### config.mk
export PLATFORM = sky130hd
export DESIGN_NAME = cajero_param_flat
export DESIGN_NICKNAME = d
export VERILOG_FILES = /design/src/rtl/cajero_param_if.sv /design/src/rtl/cajero_param.sv /design/src/flat_wrapper.sv
export SDC_FILE = /design/constraint.sdc
export NUM_CORES = 1
export LEC_CHECK = 0
export CAP_MARGIN = 20
export CORE_AREA = 2 2 199 201
export DETAILED_ROUTE_END_ITERATION = 10
export DIE_AREA = 0 0 201 203
export GPL_ROUTABILITY_DRIVEN = 0
export PLACE_DENSITY = 0.55
export REMOVE_ABC_BUFFERS = 1
export SLEW_MARGIN = 40
export SYNTH_ARGS = -nofsm -noshare
export SYNTH_HDL_FRONTEND = slang
export SYNTH_SLANG_ARGS = --single-unit
export TNS_END_PERCENT = 30
### constraint.sdc
create_clock -name CLK -period 6.4 [get_ports CLK]
set_input_delay 1.28 -clock CLK [delete_from_list [all_inputs] [get_ports CLK]]
set_output_delay 1.28 -clock CLK [all_outputs]
set_load 0.02 [all_outputs]
### src/rtl/cajero_param_if.sv
// cajero_param_if: card/PIN/transaction signal bundle between the ATM controller and its host.
interface cajero_param_if #(
    parameter int PIN_DIGITS = 4,
    parameter int MONTO_W    = 32,
    parameter int BAL_W      = 64
);
    logic                    Tarjeta_recibida;
    logic                    Fin_sesion;
    logic [4*PIN_DIGITS-1:0] PIN;
    logic [3:0]              Digito;
    logic                    Digito_STB;
    logic                    Tipo_trans;
    logic [MONTO_W-1:0]      Monto;
    logic                    Monto_STB;
    logic                    Balance_actualizado;
    logic                    Entregar_dinero;
    logic                    Fondos_insuficientes;
    logic                    Limite_excedido;
    logic                    PIN_incorrecto;
    logic                    Advertencia;
    logic                    Bloqueo;
    logic [BAL_W-1:0]        Balance;
    logic [1:0]              Estado;
    modport master (
        output Tarjeta_recibida, Fin_sesion, PIN, Digito, Digito_STB, Tipo_trans, Monto, Monto_STB,
        input  Balance_actualizado, Entregar_dinero, Fondos_insuficientes, Limite_excedido,
               PIN_incorrecto, Advertencia, Bloqueo, Balance, Estado
    );
    modport slave (
        input  Tarjeta_recibida, Fin_sesion, PIN, Digito, Digito_STB, Tipo_trans, Monto, Monto_STB,
        output Balance_actualizado, Entregar_dinero, Fondos_insuficientes, Limite_excedido,
               PIN_incorrecto, Advertencia, Bloqueo, Balance, Estado
    );
endinterface

### src/rtl/cajero_param.sv
// cajero_param: ATM controller with PIN entry, attempt lockout, deposits/withdrawals,
// per-session withdrawal limit and idle timeout.
module cajero_param #(
    parameter int PIN_DIGITS    = 4,
    parameter int MONTO_W       = 32,
    parameter int BAL_W         = 64,
    parameter int ADV_INTENTOS  = 2,
    parameter int MAX_INTENTOS  = 3,
    parameter int LIMITE_RETIRO = 10000,
    parameter int TIMEOUT_CYC   = 1000
) (
    input logic           CLK,
    input logic           Reset,
    cajero_param_if.slave bus
);
    typedef enum logic [1:0] {ESPERA_TARJETA, INGRESO_PIN, SESION, BLOQUEADO} estado_t;
    localparam int DW = $clog2(PIN_DIGITS + 1);
    localparam int IW = $clog2(MAX_INTENTOS + 1);
    localparam int TW = $clog2(TIMEOUT_CYC + 1);
    localparam logic [BAL_W:0] LIM = (BAL_W + 1)'(LIMITE_RETIRO);

    estado_t                 r_estado, w_estado;
    logic [4*PIN_DIGITS-1:0] r_shift, w_shift;
    logic [DW-1:0]           r_dig, w_dig;
    logic                    r_cmp, w_cmp;
    logic [IW-1:0]           r_int, w_int;
    logic                    r_adv, w_adv, r_bloq, w_bloq;
    logic [BAL_W-1:0]        r_bal, w_bal, r_ret, w_ret;
    logic [TW-1:0]           r_idle, w_idle;
    logic                    r_bact, w_bact, r_ent, w_ent, r_fond, w_fond, r_lim, w_lim, r_pinc, w_pinc;
    logic [BAL_W-1:0]        w_m;
    logic [BAL_W:0]          w_sum, w_rsum;
    logic [IW-1:0]           w_int_inc;
    logic                    w_tout;

    assign w_m       = BAL_W'(bus.Monto);
    assign w_sum     = {1'b0, r_bal} + {1'b0, w_m};
    assign w_rsum    = {1'b0, r_ret} + {1'b0, w_m};
    assign w_int_inc = r_int + 1'b1;
    assign w_tout    = r_idle == TW'(TIMEOUT_CYC - 1);

    always_comb begin
        w_estado = r_estado;
        w_shift  = r_shift;
        w_dig    = r_dig;
        w_cmp    = 1'b0;
        w_int    = r_int;
        w_adv    = r_adv;
        w_bloq   = r_bloq;
        w_bal    = r_bal;
        w_ret    = r_ret;
        w_idle   = r_idle + 1'b1;
        w_bact   = 1'b0;
        w_ent    = 1'b0;
        w_fond   = 1'b0;
        w_lim    = 1'b0;
        w_pinc   = 1'b0;
        case (r_estado)
            ESPERA_TARJETA: begin
                w_idle  = '0;
                w_shift = '0;
                w_dig   = '0;
                if (bus.Tarjeta_recibida)
                    w_estado = r_bloq ? BLOQUEADO : INGRESO_PIN;
            end
            INGRESO_PIN: begin
                if (r_cmp) begin
                    w_dig = '0;
                    if (r_shift == bus.PIN) begin
                        w_estado = SESION;
                        w_int    = '0;
                        w_adv    = 1'b0;
                        w_idle   = '0;
                    end else begin
                        w_pinc = 1'b1;
                        w_int  = w_int_inc;
                        w_adv  = r_adv | (w_int_inc >= IW'(ADV_INTENTOS));
                        if (w_int_inc >= IW'(MAX_INTENTOS)) begin
                            w_bloq   = 1'b1;
                            w_estado = BLOQUEADO;
                        end
                    end
                end else if (bus.Digito_STB) begin
                    w_shift = (4*PIN_DIGITS)'({r_shift, bus.Digito});
                    w_dig   = r_dig + 1'b1;
                    w_cmp   = r_dig == DW'(PIN_DIGITS - 1);
                    w_idle  = '0;
                end else if (w_tout) begin
                    w_estado = ESPERA_TARJETA;
                    w_dig    = '0;
                end
            end
            SESION: begin
                if (bus.Monto_STB && bus.Monto != '0) begin
                    w_idle = '0;
                    if (!bus.Tipo_trans) begin
                        w_bal  = w_sum[BAL_W] ? '1 : w_sum[BAL_W-1:0];
                        w_bact = 1'b1;
                    end else if (w_m > r_bal) begin
                        w_fond = 1'b1;
                    end else if (w_rsum > LIM) begin
                        w_lim = 1'b1;
                    end else begin
                        w_bal  = r_bal - w_m;
                        w_ret  = w_rsum[BAL_W-1:0];
                        w_bact = 1'b1;
                        w_ent  = 1'b1;
                    end
                end else if (w_tout) begin
                    w_estado = ESPERA_TARJETA;
                end
            end
            default: w_idle = '0;
        endcase
        // The ending session's own transaction above already used the old running total.
        if ((r_estado == INGRESO_PIN || r_estado == SESION) && bus.Fin_sesion && w_estado != BLOQUEADO) begin
            w_estado = ESPERA_TARJETA;
            w_ret    = '0;
            w_cmp    = 1'b0;
        end
        if (w_estado != r_estado) w_idle = '0;
        if (w_estado == ESPERA_TARJETA && r_estado == SESION) w_ret = '0;
    end

    always_ff @(posedge CLK) begin
        if (Reset) begin
            r_estado <= ESPERA_TARJETA;
            r_shift  <= '0;
            r_dig    <= '0;
            r_cmp    <= 1'b0;
            r_int    <= '0;
            r_adv    <= 1'b0;
            r_bloq   <= 1'b0;
            r_bal    <= '0;
            r_ret    <= '0;
            r_idle   <= '0;
            r_bact   <= 1'b0;
            r_ent    <= 1'b0;
            r_fond   <= 1'b0;
            r_lim    <= 1'b0;
            r_pinc   <= 1'b0;
        end else begin
            r_estado <= w_estado;
            r_shift  <= w_shift;
            r_dig    <= w_dig;
            r_cmp    <= w_cmp;
            r_int    <= w_int;
            r_adv    <= w_adv;
            r_bloq   <= w_bloq;
            r_bal    <= w_bal;
            r_ret    <= w_ret;
            r_idle   <= w_idle;
            r_bact   <= w_bact;
            r_ent    <= w_ent;
            r_fond   <= w_fond;
            r_lim    <= w_lim;
            r_pinc   <= w_pinc;
        end
    end

    assign bus.Estado               = r_estado;
    assign bus.Balance              = r_bal;
    assign bus.Advertencia          = r_adv;
    assign bus.Bloqueo              = r_bloq;
    assign bus.Balance_actualizado  = r_bact;
    assign bus.Entregar_dinero      = r_ent;
    assign bus.Fondos_insuficientes = r_fond;
    assign bus.Limite_excedido      = r_lim;
    assign bus.PIN_incorrecto       = r_pinc;
endmodule

### src/flat_wrapper.sv
// flat-port wrapper written by rule: the top's interface ports become plain ports
module cajero_param_flat 
#(
    parameter int PIN_DIGITS    = 4,
    parameter int MONTO_W       = 32,
    parameter int BAL_W         = 64,
    parameter int ADV_INTENTOS  = 2,
    parameter int MAX_INTENTOS  = 3,
    parameter int LIMITE_RETIRO = 10000,
    parameter int TIMEOUT_CYC   = 1000
)
  (CLK, Reset, bus_Tarjeta_recibida, bus_Fin_sesion, bus_PIN, bus_Digito, bus_Digito_STB, bus_Tipo_trans, bus_Monto, bus_Monto_STB, bus_Balance_actualizado, bus_Entregar_dinero, bus_Fondos_insuficientes, bus_Limite_excedido, bus_PIN_incorrecto, bus_Advertencia, bus_Bloqueo, bus_Balance, bus_Estado);
  cajero_param_if #(.PIN_DIGITS(PIN_DIGITS), .MONTO_W(MONTO_W), .BAL_W(BAL_W)) bus_i ();
  input logic CLK;
  input logic Reset;
  input wire logic [$bits(bus_i.Tarjeta_recibida)-1:0] bus_Tarjeta_recibida;
  input wire logic [$bits(bus_i.Fin_sesion)-1:0] bus_Fin_sesion;
  input wire logic [$bits(bus_i.PIN)-1:0] bus_PIN;
  input wire logic [$bits(bus_i.Digito)-1:0] bus_Digito;
  input wire logic [$bits(bus_i.Digito_STB)-1:0] bus_Digito_STB;
  input wire logic [$bits(bus_i.Tipo_trans)-1:0] bus_Tipo_trans;
  input wire logic [$bits(bus_i.Monto)-1:0] bus_Monto;
  input wire logic [$bits(bus_i.Monto_STB)-1:0] bus_Monto_STB;
  output wire logic [$bits(bus_i.Balance_actualizado)-1:0] bus_Balance_actualizado;
  output wire logic [$bits(bus_i.Entregar_dinero)-1:0] bus_Entregar_dinero;
  output wire logic [$bits(bus_i.Fondos_insuficientes)-1:0] bus_Fondos_insuficientes;
  output wire logic [$bits(bus_i.Limite_excedido)-1:0] bus_Limite_excedido;
  output wire logic [$bits(bus_i.PIN_incorrecto)-1:0] bus_PIN_incorrecto;
  output wire logic [$bits(bus_i.Advertencia)-1:0] bus_Advertencia;
  output wire logic [$bits(bus_i.Bloqueo)-1:0] bus_Bloqueo;
  output wire logic [$bits(bus_i.Balance)-1:0] bus_Balance;
  output wire logic [$bits(bus_i.Estado)-1:0] bus_Estado;
  assign bus_i.Tarjeta_recibida = bus_Tarjeta_recibida;
  assign bus_i.Fin_sesion = bus_Fin_sesion;
  assign bus_i.PIN = bus_PIN;
  assign bus_i.Digito = bus_Digito;
  assign bus_i.Digito_STB = bus_Digito_STB;
  assign bus_i.Tipo_trans = bus_Tipo_trans;
  assign bus_i.Monto = bus_Monto;
  assign bus_i.Monto_STB = bus_Monto_STB;
  assign bus_Balance_actualizado = bus_i.Balance_actualizado;
  assign bus_Entregar_dinero = bus_i.Entregar_dinero;
  assign bus_Fondos_insuficientes = bus_i.Fondos_insuficientes;
  assign bus_Limite_excedido = bus_i.Limite_excedido;
  assign bus_PIN_incorrecto = bus_i.PIN_incorrecto;
  assign bus_Advertencia = bus_i.Advertencia;
  assign bus_Bloqueo = bus_i.Bloqueo;
  assign bus_Balance = bus_i.Balance;
  assign bus_Estado = bus_i.Estado;
  cajero_param #(.PIN_DIGITS(PIN_DIGITS), .MONTO_W(MONTO_W), .BAL_W(BAL_W), .ADV_INTENTOS(ADV_INTENTOS), .MAX_INTENTOS(MAX_INTENTOS), .LIMITE_RETIRO(LIMITE_RETIRO), .TIMEOUT_CYC(TIMEOUT_CYC)) u_core (.CLK(CLK), .Reset(Reset), .bus(bus_i));
endmodule
* After elaboration in Yosys (flattened, before gate mapping) *
Index checks and enable logic that the tools add are counted.

word-level totals
  output and inout port bits = 73
  register bits after elaboration = 169
  logic and storage cells = 103

cells by class
  equal/unequal tests = 12
  order comparisons = 4
  muxes and demuxes = 34
  add/subtract/negate cells = 6
  reductions and logical operators = 22
  bitwise logic cells = 10

operators with widths
  operator                 count
  $mux W64                 4
  $add A64 B32 Y65         2
  $gt A65 B14 Y1 const B   1
  $gt A32 B64 Y1           1
  $sub A64 B32 Y64         1
  $mux W10                 4
  $mux W16                 2
  $pmux W16 S2             1
  $reduce_bool A32 Y1      1
  $mux W2                  10
  $pmux W10 S2             1
  $eq A16 B16 Y1           1
  $add A10 B1 Y10 const B  1
  $eq A10 B10 Y1 const B   1
  $ne A2 B2 Y1 const B     5
  $reduce_or A5 Y1         2
  $mux W3                  3
  $not A1 Y1               9
  $reduce_or A3 Y1         3
  $reduce_and A4 Y1        2
  $mux W1                  7
  $pmux W2 S3              1
  $pmux W3 S2              1
  $reduce_and A5 Y1        1
  17 further kinds         23

* Longest topological paths before layout *
  depth in word-level cells = 12
  depth in mapped cells = 17
  gate-level depth less buffers = 14

* Worst setup path after synthesis *
No wires, ideal clock.

  path type = input-to-reg
  from = input port bus_Monto[4]
  to = register u_core.r_ret[3]
  required time = 6,272 ps
  slack = 1,547 ps
  arrival = 4,725 ps
  setup time = 128 ps
  cell stages on the path = 14
  cell sequence = ha_1 -> buf_2 -> and3_1 -> a221oi_1 -> or4b_1 -> a211oi_1 -> mux2i_1 -> o211ai_1 -> or4_1 -> or3_4 -> nor4_4 -> buf_4 -> mux2i_1 -> nor2_1

between the ends
  longest elaborated chain between the ends = 10
  elaborated cells on any way between the ends = 16
  classes of those cells = add/sub (1); order compare (2); eq/ne (1); mux (3); bitwise (2); reduce/logical (7)

ends and longest elaborated chain
  item                                                                       line                 text
  from (decl)                                                                flat_wrapper.sv:22   input wire logic [$bits(bus_i.Monto)-1:0] bus_Monto;
  parallel branches: the longest is 10 deep, another holds $add A64 B32 Y65  -
  to (signal assigned)                                                       cajero_param.sv:151  r_ret <= w_ret;
  to (decl)                                                                  cajero_param.sv:28   logic [BAL_W-1:0] r_bal, w_bal, r_ret, w_ret;

Parallel ways; which one is timed is not known.
A chain may end at the register's enable or synchronous reset.

* Final worst setup path *
  from = input port bus_Monto[17]
  to = register u_core.r_bal[2], in the netlist u_core.bus.Balance[2]

between the ends
  longest elaborated chain between the ends = 4
  elaborated cells on any way between the ends = 11
  classes of those cells = add/sub (2); order compare (2); eq/ne (2); mux (2); reduce/logical (3)

ends and longest elaborated chain
  item                                line                 text
  $add A64 B32 Y65                    cajero_param.sv:38   assign w_rsum = {1'b0, r_ret} + {1'b0, w_m};
  $gt A65 B14 Y1                      cajero_param.sv:101  end else if (w_rsum > LIM) begin
  $ne A2 B2 Y1 (no source line)       -
  $reduce_and A4 Y1 (no source line)  -
  to (signal assigned)                cajero_param.sv:150  r_bal <= w_bal;
  to (decl)                           cajero_param.sv:28

Several ways; a longest one is shown, not always the timed one.

==> metrics.md <==
| Metric | Value |
|---|---|
| Die height | 203 um |
| Worst slack at placement | 328 ps |
| Cell taking the most area after synthesis | dfxtp_1 |
| Post-synthesis instance total | 2104 |
| WS Path Type | input port to flop |
| DRT Pass-1 Iters | 5 |
| RSZ-0062 raised after global routing | false |
| Worst min path class | flop to flop |
| Met2 GRT Util | 0.441 |
| Worst Hold Depth | 1 |
| Wire length per cell | 20.7 um |
| Max-capacitance violation count | 0 |
| Synth warnings | 0 |
| CTS tree | done |
| Most area-consuming cells after synthesis | dfxtp_1 22%, ha_1 8.6%, a21oi_1 6.8%, nor2_1 4.7%, nand2_1 4.6% |
| Total routed wirelength | 56100 um |
| Clk buf depth | 2 |
| FF-to-FF setup slack | 1790 ps |
| Largest net degree at the start of global routing | 72 |
| Worst Max-Slew Pin Slew | 862 ps |
| Initial drt markers | 1339 |
| Mapped Area | 15200 um2 |
| Tot GR Track Use | 0.266 |
| Setup ws final | 714 ps |
| Vias | 16458 |
| First-pass GRT wire length | 86500 um |
| Row cnt | 72 |
| Nature of the critical path endpoint | flop |
| Rel. slew slack | 0.425 |
| N_diodes | 0 |
| Max FO, Critical Path | 23 |
| Most instantiated cells after synthesis | 206 x a21oi_1, 190 x nor2_1, 188 x nand2_1 |
| Slew Viols, Final | 0 |
| GR Util met3 | 0.0398 |
| Clock Pin Slew Worst Setup and Hold Paths | 70 ps |
| DIE WIDTH | 201 um |
| Clock buffer count from CTS | 17 |
| Met1 GRT Util | 0.349 |
| Power Density | 139 nW/um2 |
| Initial antenna violation count | 1 |
| Data required time of the worst path | 6800 ps |
| Nets | 2351 |
| Period utilization | 0.888 |
| Setup Skew | 11.0 ps |
| Min Tclk post-route | 5690 ps |
| Leading cell type by number of instances after synthesis | a21oi_1 |
| Clk_lat worst skew | 460 ps |
| RR Endpoint | u_core.r_ret[8] |
| H-tree depth | 4 |
| Outcome | complete, no violations |
| Total negative slack | 0 ps |
| IO buf count | 131 |
| Worst Setup Start Kind | input port |
| Core area | 38500 um2 |
| Hold-fix buffers at CTS | 0 |
| GRT overflow | 0 |
| Post-CTS setup buffers | 0 |
| Hold Vio Cnt, Final | 0 |
| Post_cts resized | 0 |
| FF-to-FF Start | u_core.r_ret[0] |
| Yosys top cell area share | 0.222 |
| # DRC | 0 |
| Layout Area Growth over Synthesis | 16.6% |
| Seq cells post-synth | 169 |
| Reg2Reg Depth | 14 |
| Critical Path AT | 6090 ps |
| Synth async-reset ratio | 0 |
| Peak supply drop | 0.203 mV |
| Initial Utilization | 0.395 |
| Post-DP HPWL | 43300 um |
| Vias per cell | 6.06 |
| Share of post-route cells with drive strength above 1 | 0.0623 |
| CTS Sinks | 169 |
| Top FF cell, synth | dfxtp_1 |
| Worst setup endpoint | u_core.bus.Balance[2] |
| Post-synthesis sequential area ratio | 0.222 |
| Number of global-route vias before repair | 15374 |
| Antenna-violating nets left | 0 |
| Most used routing layer | met2 |
| Total power draw | 2.47 mW |
| Io pins | 132 |
| Crit path launch | bus_Monto[17] |
| Die ar. | 40800 um2 |
| Root buffer cell | clkbuf_16 |
| Leakage power | 6.71 nW |
| Post-synth EDFFs | 0 |
| Post-layout util | 0.461 |
| Syn Area/Cell | 7.23 um2 |
| Yosys cell types | 84 |
| Fmax | 176 MHz |
| Final setup violation count | 0 |
worst min-delay path by stage:
stage,start,endpoint,slack [ps]
finish,u_core.r_idle[0],u_core.r_idle[0],460
detailed placement,u_core.r_ret[29],u_core.r_ret[29],450
floorplan,u_core.r_idle[0],u_core.r_idle[0],430
global placement,u_core.r_idle[0],u_core.r_idle[0],440
global route,u_core.r_ret[17],u_core.r_ret[17],490
CTS,u_core.r_ret[29],u_core.r_ret[29],470
cell families (layout without fill, tap and decap cells):
logic type	after synthesis	count (layout)	synth area share
adder cells (fa/ha/maj)	107	107	0.0895
multiplexers	23	23	0.0153
AO/OA/AOI/OAI	643	643	0.281
flip-flops	169	169	0.222
buffers and inverters	224	318	0.0586
XOR/XNOR	94	94	0.0541
AND/OR/NAND/NOR	844	844	0.279
layout make-up:
class / instances / area (um2)
clock buffers: 19 / 443
clock inverters: 13 / 131
fillers: 3958 / 20700
inverters: 102 / 383
multi-input cells: 1711 / 11000
flip-flops and latches: 169 / 3380
well taps: 518 / 648
repair buffers: 184 / 1760
critical path: stages:
cell             delay [ps]
clkdlybuf4s50_1         620
ha_1                    520
a21oi_1                 150
o21ai_0                 490
a21oi_1                 220
o211a_2                 220
a211oi_1                320
mux2_2                  420
or4_1                   550
nor4_1                  220
buf_4                   190
a31o_4                  300
buf_12                  210
o311ai_0                170
a21oi_1                 180
stage by stage:
| step | hold WS [ps] | cells | instance area, um2 |
|---|---|---|---|
| 2_1_floorplan | 426 | 1982 | 14700 |
| 3_3_place_gp | 443 | 2684 | 17200 |
| 3_5_place_dp | 451 | 2684 | 17200 |
| 4_1_cts | 468 | 2716 | 17700 |
| 5_1_grt | 485 | 2716 | 17700 |
| 6_report | 464 | 2716 | 17700 |
layout by cell type, fill, tap and decap left out, types with 22 or more instances in the layout:
| cell | n |
|---|---|
| clkdlybuf4s50_1 | 129 |
| nor3_1 | 78 |
| and2_1 | 61 |
| or3_1 | 32 |
| buf_4 | 49 |
| xnor2_1 | 72 |
| xor2_1 | 22 |
| nor2_1 | 189 |
| nor4_1 | 39 |
| nand2_1 | 188 |
| a21oi_1 | 205 |
| nand4_1 | 49 |
| dfxtp_1 | 169 |
| a21o_1 | 37 |
| inv_1 | 101 |
| o21ai_0 | 110 |
| ha_1 | 104 |
| nand3_1 | 81 |
| a211oi_1 | 30 |
per-layer routing:
layer  wire length, um  vias up
met5                13        -
met4              1940        2
met3              3690      117
met2             25900      637
met1             24600     7777
li1                  -     7925
where the power goes:
part           total, mW  internal [mW]  switching, mW  leakage, nW
combinational      0.362          0.129          0.233         5.06
clock               1.05          0.557          0.491        0.283
sequential          1.06           1.05        0.00403         1.36
total               2.47           1.74          0.728         6.71
registers in the layout, indices dropped and copies added, names as in the netlist:
name,count
u_core.bus.Limite_excedido,1
u_core.bus.Bloqueo,1
u_core.r_idle,10
u_core.r_cmp,1
u_core.bus.Entregar_dinero,1
u_core.r_shift,16
u_core.bus.Estado,2
u_core.bus.Advertencia,1
u_core.bus.Balance,64
u_core.r_ret,64
u_core.bus.Fondos_insuficientes,1
u_core.bus.Balance_actualizado,1
u_core.r_dig,3
u_core.bus.PIN_incorrecto,1
u_core.r_int,2
Note: power is estimated with default switching activity, not from simulation.
